$ cat src/rtl/timer_pkg.sv
// Shared definitions for the countdown timer slice.
// Holds the timer state encoding and the default widths used by the
// timer top and its prescaler.
package timer_pkg;

  localparam int COUNT_WIDTH_DEF    = 16;
  localparam int PRESCALE_WIDTH_DEF = 8;

  typedef enum logic [1:0] {
    IDLE  = 2'd0,
    RUN   = 2'd1,
    PAUSE = 2'd2
  } timer_state_t;

endpackage

$ cat src/rtl/countdown_timer_prescaler_tick.sv
// Prescaler for the countdown timer.
// Ports:
//   clk    - system clock, rising edge
//   reset  - synchronous active-high reset
//   load   - force the divider counter to ratio (start, or ratio=0 on abort)
//   enable - advance the divider this cycle (RUN and not paused)
//   ratio  - value reloaded into the divider on load and on every tick
//   tick   - one-cycle pulse when an enabled divider counter sits at zero
module prescaler_tick
  import timer_pkg::*;
#(
  parameter int PRESCALE_WIDTH = PRESCALE_WIDTH_DEF
) (
  input  logic                      clk,
  input  logic                      reset,
  input  logic                      load,
  input  logic                      enable,
  input  logic [PRESCALE_WIDTH-1:0] ratio,
  output logic                      tick
);

  logic [PRESCALE_WIDTH-1:0] presc_cnt_q;
  logic [PRESCALE_WIDTH-1:0] presc_cnt_d;

  // Next divider value and tick; load beats enable so an abort never ticks.
  always_comb begin
    presc_cnt_d = presc_cnt_q;
    tick        = 1'b0;
    if (load) begin
      presc_cnt_d = ratio;
    end else if (enable) begin
      if (presc_cnt_q == {PRESCALE_WIDTH{1'b0}}) begin
        tick        = 1'b1;
        presc_cnt_d = ratio;
      end else begin
        presc_cnt_d = presc_cnt_q - PRESCALE_WIDTH'(1);
      end
    end else begin
      presc_cnt_d = presc_cnt_q;
    end
  end

  // Divider counter register.
  always_ff @(posedge clk) begin
    if (reset) begin
      presc_cnt_q <= {PRESCALE_WIDTH{1'b0}};
    end else begin
      presc_cnt_q <= presc_cnt_d;
    end
  end

endmodule

$ cat src/rtl/countdown_timer.sv
// Loadable down-counting timer with programmable prescaler.
// Counts load_value down once every (prescale+1) cycles and pulses expired
// for one cycle at terminal count; optionally reloads for periodic use.
// Ports:
//   clk, reset        - clock and synchronous active-high reset
//   start             - launch (honoured only when idle)
//   abort             - stop immediately, no expiry
//   pause             - level; freezes count and prescaler phase
//   auto_reload       - periodic mode, sampled at start
//   load_value        - initial/reload count, sampled at start
//   prescale          - divide ratio minus one, sampled at start
//   count, busy, expired - registered status outputs
module countdown_timer
  import timer_pkg::*;
#(
  parameter int COUNT_WIDTH    = COUNT_WIDTH_DEF,
  parameter int PRESCALE_WIDTH = PRESCALE_WIDTH_DEF
) (
  input  logic                      clk,
  input  logic                      reset,
  input  logic                      start,
  input  logic                      abort,
  input  logic                      pause,
  input  logic                      auto_reload,
  input  logic [COUNT_WIDTH-1:0]    load_value,
  input  logic [PRESCALE_WIDTH-1:0] prescale,
  output logic [COUNT_WIDTH-1:0]    count,
  output logic                      busy,
  output logic                      expired
);

  timer_state_t              state_q, state_d;
  logic [COUNT_WIDTH-1:0]    count_q, count_d;
  logic [COUNT_WIDTH-1:0]    reload_val_q, reload_val_d;
  logic [PRESCALE_WIDTH-1:0] presc_lat_q, presc_lat_d;
  logic                      ar_lat_q, ar_lat_d;
  logic                      busy_q, busy_d;
  logic                      expired_q, expired_d;

  logic                      start_accept_s;
  logic                      presc_load_s;
  logic                      presc_enable_s;
  logic [PRESCALE_WIDTH-1:0] presc_ratio_s;
  logic                      tick_s;

  // Prescaler control: start seeds the live prescale input (not yet latched),
  // abort clears the divider, otherwise ticks reload from the latched ratio.
  always_comb begin
    start_accept_s = start && !abort && (state_q == IDLE)
                     && (load_value != {COUNT_WIDTH{1'b0}});
    presc_load_s   = abort || start_accept_s;
    presc_enable_s = (state_q == RUN) && !pause;
    if (abort) begin
      presc_ratio_s = {PRESCALE_WIDTH{1'b0}};
    end else if (start_accept_s) begin
      presc_ratio_s = prescale;
    end else begin
      presc_ratio_s = presc_lat_q;
    end
  end

  prescaler_tick #(
    .PRESCALE_WIDTH (PRESCALE_WIDTH)
  ) u_prescaler_tick (
    .clk    (clk),
    .reset  (reset),
    .load   (presc_load_s),
    .enable (presc_enable_s),
    .ratio  (presc_ratio_s),
    .tick   (tick_s)
  );

  // Next-state, count and expiry logic; abort overrides everything but reset.
  always_comb begin
    state_d      = state_q;
    count_d      = count_q;
    reload_val_d = reload_val_q;
    presc_lat_d  = presc_lat_q;
    ar_lat_d     = ar_lat_q;
    expired_d    = 1'b0;
    if (abort) begin
      state_d = IDLE;
      count_d = {COUNT_WIDTH{1'b0}};
    end else begin
      case (state_q)
        IDLE: begin
          if (start_accept_s) begin
            count_d      = load_value;
            reload_val_d = load_value;
            presc_lat_d  = prescale;
            ar_lat_d     = auto_reload;
            state_d      = RUN;
          end else if (start) begin
            // Zero-length run: report expiry at once without leaving IDLE.
            expired_d = 1'b1;
          end else begin
            state_d = IDLE;
          end
        end
        RUN: begin
          if (pause) begin
            state_d = PAUSE;
          end else if (tick_s) begin
            if (count_q == COUNT_WIDTH'(1)) begin
              expired_d = 1'b1;
              if (ar_lat_q) begin
                count_d = reload_val_q;
              end else begin
                count_d = {COUNT_WIDTH{1'b0}};
                state_d = IDLE;
              end
            end else if (count_q != {COUNT_WIDTH{1'b0}}) begin
              count_d = count_q - COUNT_WIDTH'(1);
            end else begin
              // RUN never holds zero; hold rather than wrap if it ever did.
              count_d = count_q;
            end
          end else begin
            state_d = RUN;
          end
        end
        PAUSE: begin
          if (!pause) begin
            state_d = RUN;
          end else begin
            state_d = PAUSE;
          end
        end
        default: begin
          state_d = IDLE;
          count_d = {COUNT_WIDTH{1'b0}};
        end
      endcase
    end
    busy_d = (state_d != IDLE);
  end

  // State, count, latches and registered status outputs.
  always_ff @(posedge clk) begin
    if (reset) begin
      state_q      <= IDLE;
      count_q      <= {COUNT_WIDTH{1'b0}};
      reload_val_q <= {COUNT_WIDTH{1'b0}};
      presc_lat_q  <= {PRESCALE_WIDTH{1'b0}};
      ar_lat_q     <= 1'b0;
      busy_q       <= 1'b0;
      expired_q    <= 1'b0;
    end else begin
      state_q      <= state_d;
      count_q      <= count_d;
      reload_val_q <= reload_val_d;
      presc_lat_q  <= presc_lat_d;
      ar_lat_q     <= ar_lat_d;
      busy_q       <= busy_d;
      expired_q    <= expired_d;
    end
  end

  assign count   = count_q;
  assign busy    = busy_q;
  assign expired = expired_q;

endmodule

$ cat config.mk
export PLATFORM = sky130hd
export DESIGN_NAME = countdown_timer
export DESIGN_NICKNAME = d
export VERILOG_FILES = /design/src/rtl/timer_pkg.sv /design/src/rtl/countdown_timer_prescaler_tick.sv /design/src/rtl/countdown_timer.sv
export SDC_FILE = /design/constraint.sdc
export NUM_CORES = 1
export LEC_CHECK = 0
export CAP_MARGIN = 40
export CORE_MARGIN = 4
export CORE_UTILIZATION = 40
export CTS_CLUSTER_DIAMETER = 30
export CTS_CLUSTER_SIZE = 30
export DETAILED_ROUTE_END_ITERATION = 8
export DONT_BUFFER_PORTS = 1
export SETUP_SLACK_MARGIN = 0.1
export SLEW_MARGIN = 0
export SYNTH_ARGS = -nofsm -noshare
export SYNTH_HDL_FRONTEND = slang
export SYNTH_SLANG_ARGS = --single-unit
$ cat constraint.sdc
create_clock -name clk -period 4.4 [get_ports clk]
set_input_delay 0.66 -clock clk [delete_from_list [all_inputs] [get_ports clk]]
set_output_delay 0.66 -clock clk [all_outputs]
set_load 0.005 [all_outputs]
# Word level (Yosys, flattened, before mapping)
# Cells that the tools add are included.
dict set report op_classes {
  magnitude_cmp 0
  n_shift 0
  multipliers 0
  n_eq_ne 7
  addsub 2
  mux 30
  div 0
  reduce_logical 17
  bitwise 2
}
# op count
set op_table {}
lappend op_table {{two-way mux 16 bit} 6}
lappend op_table {{one-hot mux 16 bit (3 select lines)} 1}
lappend op_table {{two-way mux 8 bit} 5}
lappend op_table {{nonzero test 16 bit} 2}
lappend op_table {{equality test 16 x 1 -> 1 bit (second input constant)} 1}
lappend op_table {{two-way mux 2 bit} 8}
lappend op_table {{subtractor 16 x 1 -> 16 bit (second input constant)} 1}
lappend op_table {{zero test 8 bit} 1}
lappend op_table {{two-way mux 1 bit} 8}
lappend op_table {{subtractor 8 x 1 -> 8 bit (second input constant)} 1}
lappend op_table {{!= test 2 bit (second input constant)} 3}
lappend op_table {{one-hot mux 2 bit (3 select lines)} 1}
lappend op_table {{AND reduction 5 bit} 1}
lappend op_table {{logical AND 1 bit} 4}
lappend op_table {{nonzero test 2 bit} 2}
lappend op_table {{!= test 3 x 1 -> 1 bit (second input constant)} 1}
lappend op_table {{AND reduction 3 bit} 1}
lappend op_table {{equality test 2 x 1 -> 1 bit (second input constant)} 1}
lappend op_table {{equality test 2 bit (second input constant)} 1}
lappend op_table {{zero test 1 bit} 2}
lappend op_table {{zero test 2 bit} 1}
lappend op_table {{NOT 1 bit} 2}
lappend op_table {{one-hot mux 1 bit (2 select lines)} 1}
lappend op_table {{AND reduction 2 bit} 1}
lappend op_table {{2 further kinds} 2}
dict set report totals {
  n_memories 0
  mem_bits_rw 0
  romBits 0
  elab_cells 66
  in_bits 30
  out_inout_bits 18
  register_bits 53
  latch_bits 0
}

# Logic depth before layout (Yosys ltp)
dict set report logic_depth {
  depth_word 11
  depth_mapped 10
  ltp_nobuf 7
}

# Modules after synthesis
# Synthesis repeated with hierarchy kept, for this count alone.
dict set report hier_totals {
  cells_unflattened 376
  area_unflattened_um2 3080.5
}
# module cells_per_inst seq_area_each_um2 instances area_per_inst_um2
set by_module_without_submodules {}
lappend by_module_without_submodules {countdown_timer 302 900.9 1 2524.9}
lappend by_module_without_submodules {prescaler_tick 74 160.2 1 555.5}

# Worst setup path after synthesis
# Ideal clock, no wire load.
dict set report synth_path {
  path_type {register -> register}
  start {register count_q[4] (netlist: count[4])}
  end {register state_q[0]}
  path_slack_ns 1.937
  arrival_time_ns 2.345
  required_ns 4.282
  setup_time_ns 0.118
  path_stages_with_launch 8
  synth_period_minus_slack_ns 2.463
  n_path_buf 2
  path_cell_list {dfxtp_1 -> buf_6 -> or4_4 -> buf_6 -> or4_4 -> or4_4 -> a211oi_2 -> nor2_1}
}
dict set report synth_via {
  elab_chain_cells 6
}
# item line
set synth_rtl {}
lappend synth_rtl {{start, declared} countdown_timer.sv:33} ;# logic [COUNT_WIDTH-1:0] count_q, count_d;
lappend synth_rtl {{start signal, assigned} countdown_timer.sv:142} ;# count_q <= {COUNT_WIDTH{1'b0}};
lappend synth_rtl {{start signal, assigned} countdown_timer.sv:150} ;# count_q <= count_d;
lappend synth_rtl {{equality test 16 x 1 -> 1 bit} countdown_timer.sv:104} ;# if (count_q == COUNT_WIDTH'(1)) begin
lappend synth_rtl {{two-way mux 2 bit} countdown_timer.sv:104}
lappend synth_rtl {{two-way mux 2 bit} countdown_timer.sv:103} ;# end else if (tick_s) begin
lappend synth_rtl {{two-way mux 2 bit} countdown_timer.sv:101} ;# if (pause) begin
lappend synth_rtl {{one-hot mux 2 bit (3 select lines)} countdown_timer.sv:85} ;# case (state_q)
lappend synth_rtl {{two-way mux 2 bit} countdown_timer.sv:81} ;# if (abort) begin
lappend synth_rtl {{end signal, assigned} countdown_timer.sv:149} ;# state_q <= state_d;
lappend synth_rtl {{end, declared} countdown_timer.sv:32} ;# timer_state_t state_q, state_d;
# Every way passes these cells.
# A chain may end at the register's enable or synchronous reset.

# Worst setup path in the final report
dict set report layout_path {
  start {register u_prescaler_tick.presc_cnt_q[0]}
  end {register count_q[5] (netlist: count[5])}
}
dict set report layout_via {
  elab_chain_cells 6
}
# item line
set layout_rtl {}
lappend layout_rtl {{start, declared} countdown_timer_prescaler_tick.sv:22} ;# logic [PRESCALE_WIDTH-1:0] presc_cnt_q;
lappend layout_rtl {{start signal, assigned} countdown_timer_prescaler_tick.sv:46} ;# presc_cnt_q <= {PRESCALE_WIDTH{1'b0}};
lappend layout_rtl {{start signal, assigned} countdown_timer_prescaler_tick.sv:48} ;# presc_cnt_q <= presc_cnt_d;
lappend layout_rtl {{zero test 8 bit} countdown_timer_prescaler_tick.sv:32} ;# if (presc_cnt_q == {PRESCALE_WIDTH{1'b0}}) begin
lappend layout_rtl {{two-way mux 1 bit} countdown_timer_prescaler_tick.sv:32}
lappend layout_rtl {{two-way mux 1 bit} countdown_timer_prescaler_tick.sv:31} ;# end else if (enable) begin
lappend layout_rtl {{two-way mux 1 bit} countdown_timer_prescaler_tick.sv:29} ;# if (load) begin
lappend layout_rtl {{!= test 2 bit (no source line)} --}
lappend layout_rtl {{AND reduction 5 bit (no source line)} --}
# Every way passes these cells.

==> results by group <==
Setup path
  – Critical path class: register to register
  – Slowest cell on crit path: and2_1
  – Family with the most delay on the worst path: simple AND/OR/NAND/NOR gates
  – Critical Path Source Type: register
  – WP buf/inv: 1
  – CP endpoint kind: register
  – Ordered cell list for the critical path: inv_1, ha_1, or4b_1, nor4_1, o22a_1, and2_1, o32ai_1
  – WP data arrival: about 3.2 ns
  – Max incr delay on CP: 0.67 ns
  – Critical path peak fanout: 16
  – Data required, critical path: 4.57 ns

Power and ir drop
  – Pleak: 1.06 nW
  – Peak VDD IR: 0.161 mV
  – Clock Power Share: 0.288
  – Combinational share of power: 0.186
  – Total internal power: 0.686 mW
  – Power density cells: 316 mW/mm^2
  – Switching power: 0.314 mW
  – Final Power: 1.00 mW
  – Sequential share of power: 0.526
  – Sw frac: 0.314

CTS
  – Root Driver: clkbuf_8
  – Total CTS buffers: 5
  – Sink Count: 53
  – Worst-Skew Late Latency: 0.32 ns
  – PostCTS Resize Cnt: 0
  – Clock Pin Slew Worst Setup and Hold Paths: about 0.11 ns
  – Setup bufs post-CTS: 0
  – CTS tree: built
  – Hold-fix buffers at CTS: 0
  – Max Root-Sink Buffers: 2
  – Htree depth: 2

Global routing
  – Vias in the first global route: 2746
  – Initial antenna violation count: 0
  – Gr busiest metal: met2
  – Global Route Usage Sum: 0.201
  – Met2 usage in global routing: 0.305
  – GRT overflow: 0
  – First-pass GRT wire length: around 14 mm
  – Largest net degree at the start of global routing: 28
  – Met1 usage: 0.284
  – GR Layer Usage met3: 0.0450

Synthesis
  – Sequential share of the synthesized area: 0.350
  – Mux cell area share after synthesis: 0.0305
  – Synth Area in Adders: 0.0206
  – Gate Count Post-Synth: around 390
  – Yosys top cell by area: dfxtp_1
  – Synth Cell Area: 0.00304 mm^2
  – Syn avg cell area: 7.74 um^2
  – Yosys cell types: 62
  – Post-synth EDFFs: 0
  – Fraction of registers with async set/reset: 0
  – Top cell type's share of synthesized area: 0.350
  – Yosys warnings: 0
  – Synth Area in Simple Gates: 0.251
  – Largest family of logic cells by synthesized area: compound AO/OA/AOI/OAI gates
  – Syn_nets: 427
  – Synth Area in Compound Gates: 0.285
  – Prevailing post-synth register cell: dfxtp_1
  – Yosys reg bits: 53
  – Top post-synthesis cells by area: dfxtp_1 (35%), nand2_1 (10%), a21oi_1 (8.7%), clkbuf_1 (3.0%), a311oi_1 (2.6%)
  – XOR/XNOR share of the synthesized area: 0.00577

Floorplanning
  – Die height: 95.1 um
  – Initial core utilization: 0.414
  – Chip width: 95.1 um
  – Die Footprint: 0.00905 mm^2
  – # IOs: 48
  – Core Footprint: 0.00733 mm^2
  – Num rows: 31

Routing
  – Pre-antenna DRT Iters: 4
  – WL final: between 9 and 10 mm
  – Drt via density: roughly 6.2
  – Initial DRC Count: 202
  – Routed Antenna Nets: 0
  – Post-route DRC: 0
  – Vias: 2967
  – WL/cell: 19.0 um

Outcome
  – Status: complete, no violations

Timing
  – Crit share post-route: 0.677
  – RSZ-0062 raised after global routing: no
  – # setup viols final: 0
  – Final Hold Viols: 0
  – Clock Skew: 0.0129 ns
  – Least-Margin Pin Slew: 0.768 ns
  – Max-slew headroom: 0.487
  – Slew Viols, Final: 0
  – Fmax: around 340 MHz
  – Setup TNS: 0 ns
  – Fin crit period: 2.98 ns

Finish
  – Layout cells sized above 1: 0.0822
  – Final net count: about 400
  – N_diodes: 0
  – Filler cell count: 743
  – Layout area overhead: 4.29%

Placement
  – Post-DP HPWL: roughly 6.5 mm
  – PortBufs: 0
  – GPL Wtd Cong: roughly 0.90

Hold path
  – Hold Crit Class: input pin to register

Job
  – Max Cap Viol: 0
==> metrics by stage <==
step                utilization  hold slack, ns  area, um^2  setup slack [ns]  cells
floorplan                     -           0.436        3040              1.94    392
global placement          0.418           0.437        3060              1.54    466
detailed placement        0.418           0.442        3070              1.49    467
CTS                       0.431           0.387        3160              1.48    475
global route              0.432           0.378        3170              1.24    476
finish                    0.432           0.393        3170              1.42    476
==> synth_stat cells (4+ instances only) <==
master and n:
nand2_1 81, a21oi_1 53, dfxtp_1 53, clkbuf_1 24, nor2_1 16, nor4_1 11
a211oi_1 9, a311oi_1 9, inv_1 8, nor3_1 8, mux2i_1 7, nand4_1 7
nand3_1 6, a22oi_1 5, a31oi_1 5, ha_1 5, o211ai_1 5, o21ai_0 5
nand2b_1 4, o41ai_1 4, or3_1 4, or4_4 4
==> area by class of cell <==
| cell class | count | area [um^2] | area share |
|---|---|---|---|
| clock buffers | 5 | 68.8 | 0.0217 |
| well taps | 99 | 124 | 0.0391 |
| multi-input cells | 300 | 1800 | 0.569 |
| repair buffers | 8 | 57.6 | 0.0182 |
| flip-flops and latches | 53 | 1060 | 0.335 |
| inverters | 8 | 30.0 | 0.00949 |
| clock inverters | 3 | 22.5 | 0.00711 |
==> flip-flops by register name, summed over array words and instances (netlist names) <==
signal                        cells
u_prescaler_tick.presc_cnt_q      8
count                            16
reload_val_q                     16
state_q                           2
presc_lat_q                       8
ar_lat_q                          1
expired                           1
busy                              1
==> power groups by stage <==
| stage | logic [mW] | clock network (mW) | registers, mW |
|---|---|---|---|
| after global placement | 0.181 | 0 | 0.537 |
| final | 0.186 | 0.288 | 0.526 |
| after floorplan | 0.156 | 0 | 0.526 |
| after detailed placement | 0.183 | 0 | 0.537 |
| after CTS | 0.183 | 0.294 | 0.526 |
| after global routing | 0.206 | 0.314 | 0.530 |
==> cells by family (layout without fill, tap and decap cells) <==
logic type / Yosys count / after routing
XOR/XNOR: 2 / 2
adder cells (fa/ha/maj): 5 / 5
AO/OA/AOI/OAI: 128 / 128
AND/OR/NAND/NOR: 156 / 156
flip-flops: 53 / 53
multiplexers: 9 / 9
buffers and inverters: 39 / 24
==> routing by layer <==
metal / part of all wire / up-vias / wire length, um
met5: 0 / - / 0
met4: 0.016 / 0 / 147
met3: 0.088 / 13 / 793
met2: 0.45 / 132 / 4100
met1: 0.44 / 1398 / 4010
li1: - / 1424 / -
==> cells in the final DEF (no fill, tap or decap), types with 3 or more instances in the layout <==
cell type,Yosys,routed
nand2_1,81,81
a21oi_1,53,53
dfxtp_1,53,53
nor2_1,16,16
nor4_1,11,11
a211oi_1,9,9
a311oi_1,9,9
inv_1,8,8
nor3_1,8,8
nand4_1,7,7
mux2i_1,7,7
buf_4,0,7
nand3_1,6,6
a31oi_1,5,5
o21ai_0,5,5
o211ai_1,5,5
a22oi_1,5,5
ha_1,5,5
clkbuf_8,0,5
nand2b_1,4,4
or3_1,4,4
or4_4,4,4
o41ai_1,4,4
o31ai_1,3,3
a211o_1,3,3
a21o_1,3,3
clkinvlp_4,0,3
==> final timing paths <==
check | startpoint | endpoint | slack (ns) | cells past startpoint
max | u_prescaler_tick.presc_cnt_q[0] | count[5] | 1.42 | 7
min | reset | reload_val_q[12] | 0.39 | 1
max reg2reg | u_prescaler_tick.presc_cnt_q[0] | count[5] | 1.42 | 7
min reg2reg | reload_val_q[1] | reload_val_q[1] | 0.46 | 2
Note: power is estimated with default switching activity, not from simulation.
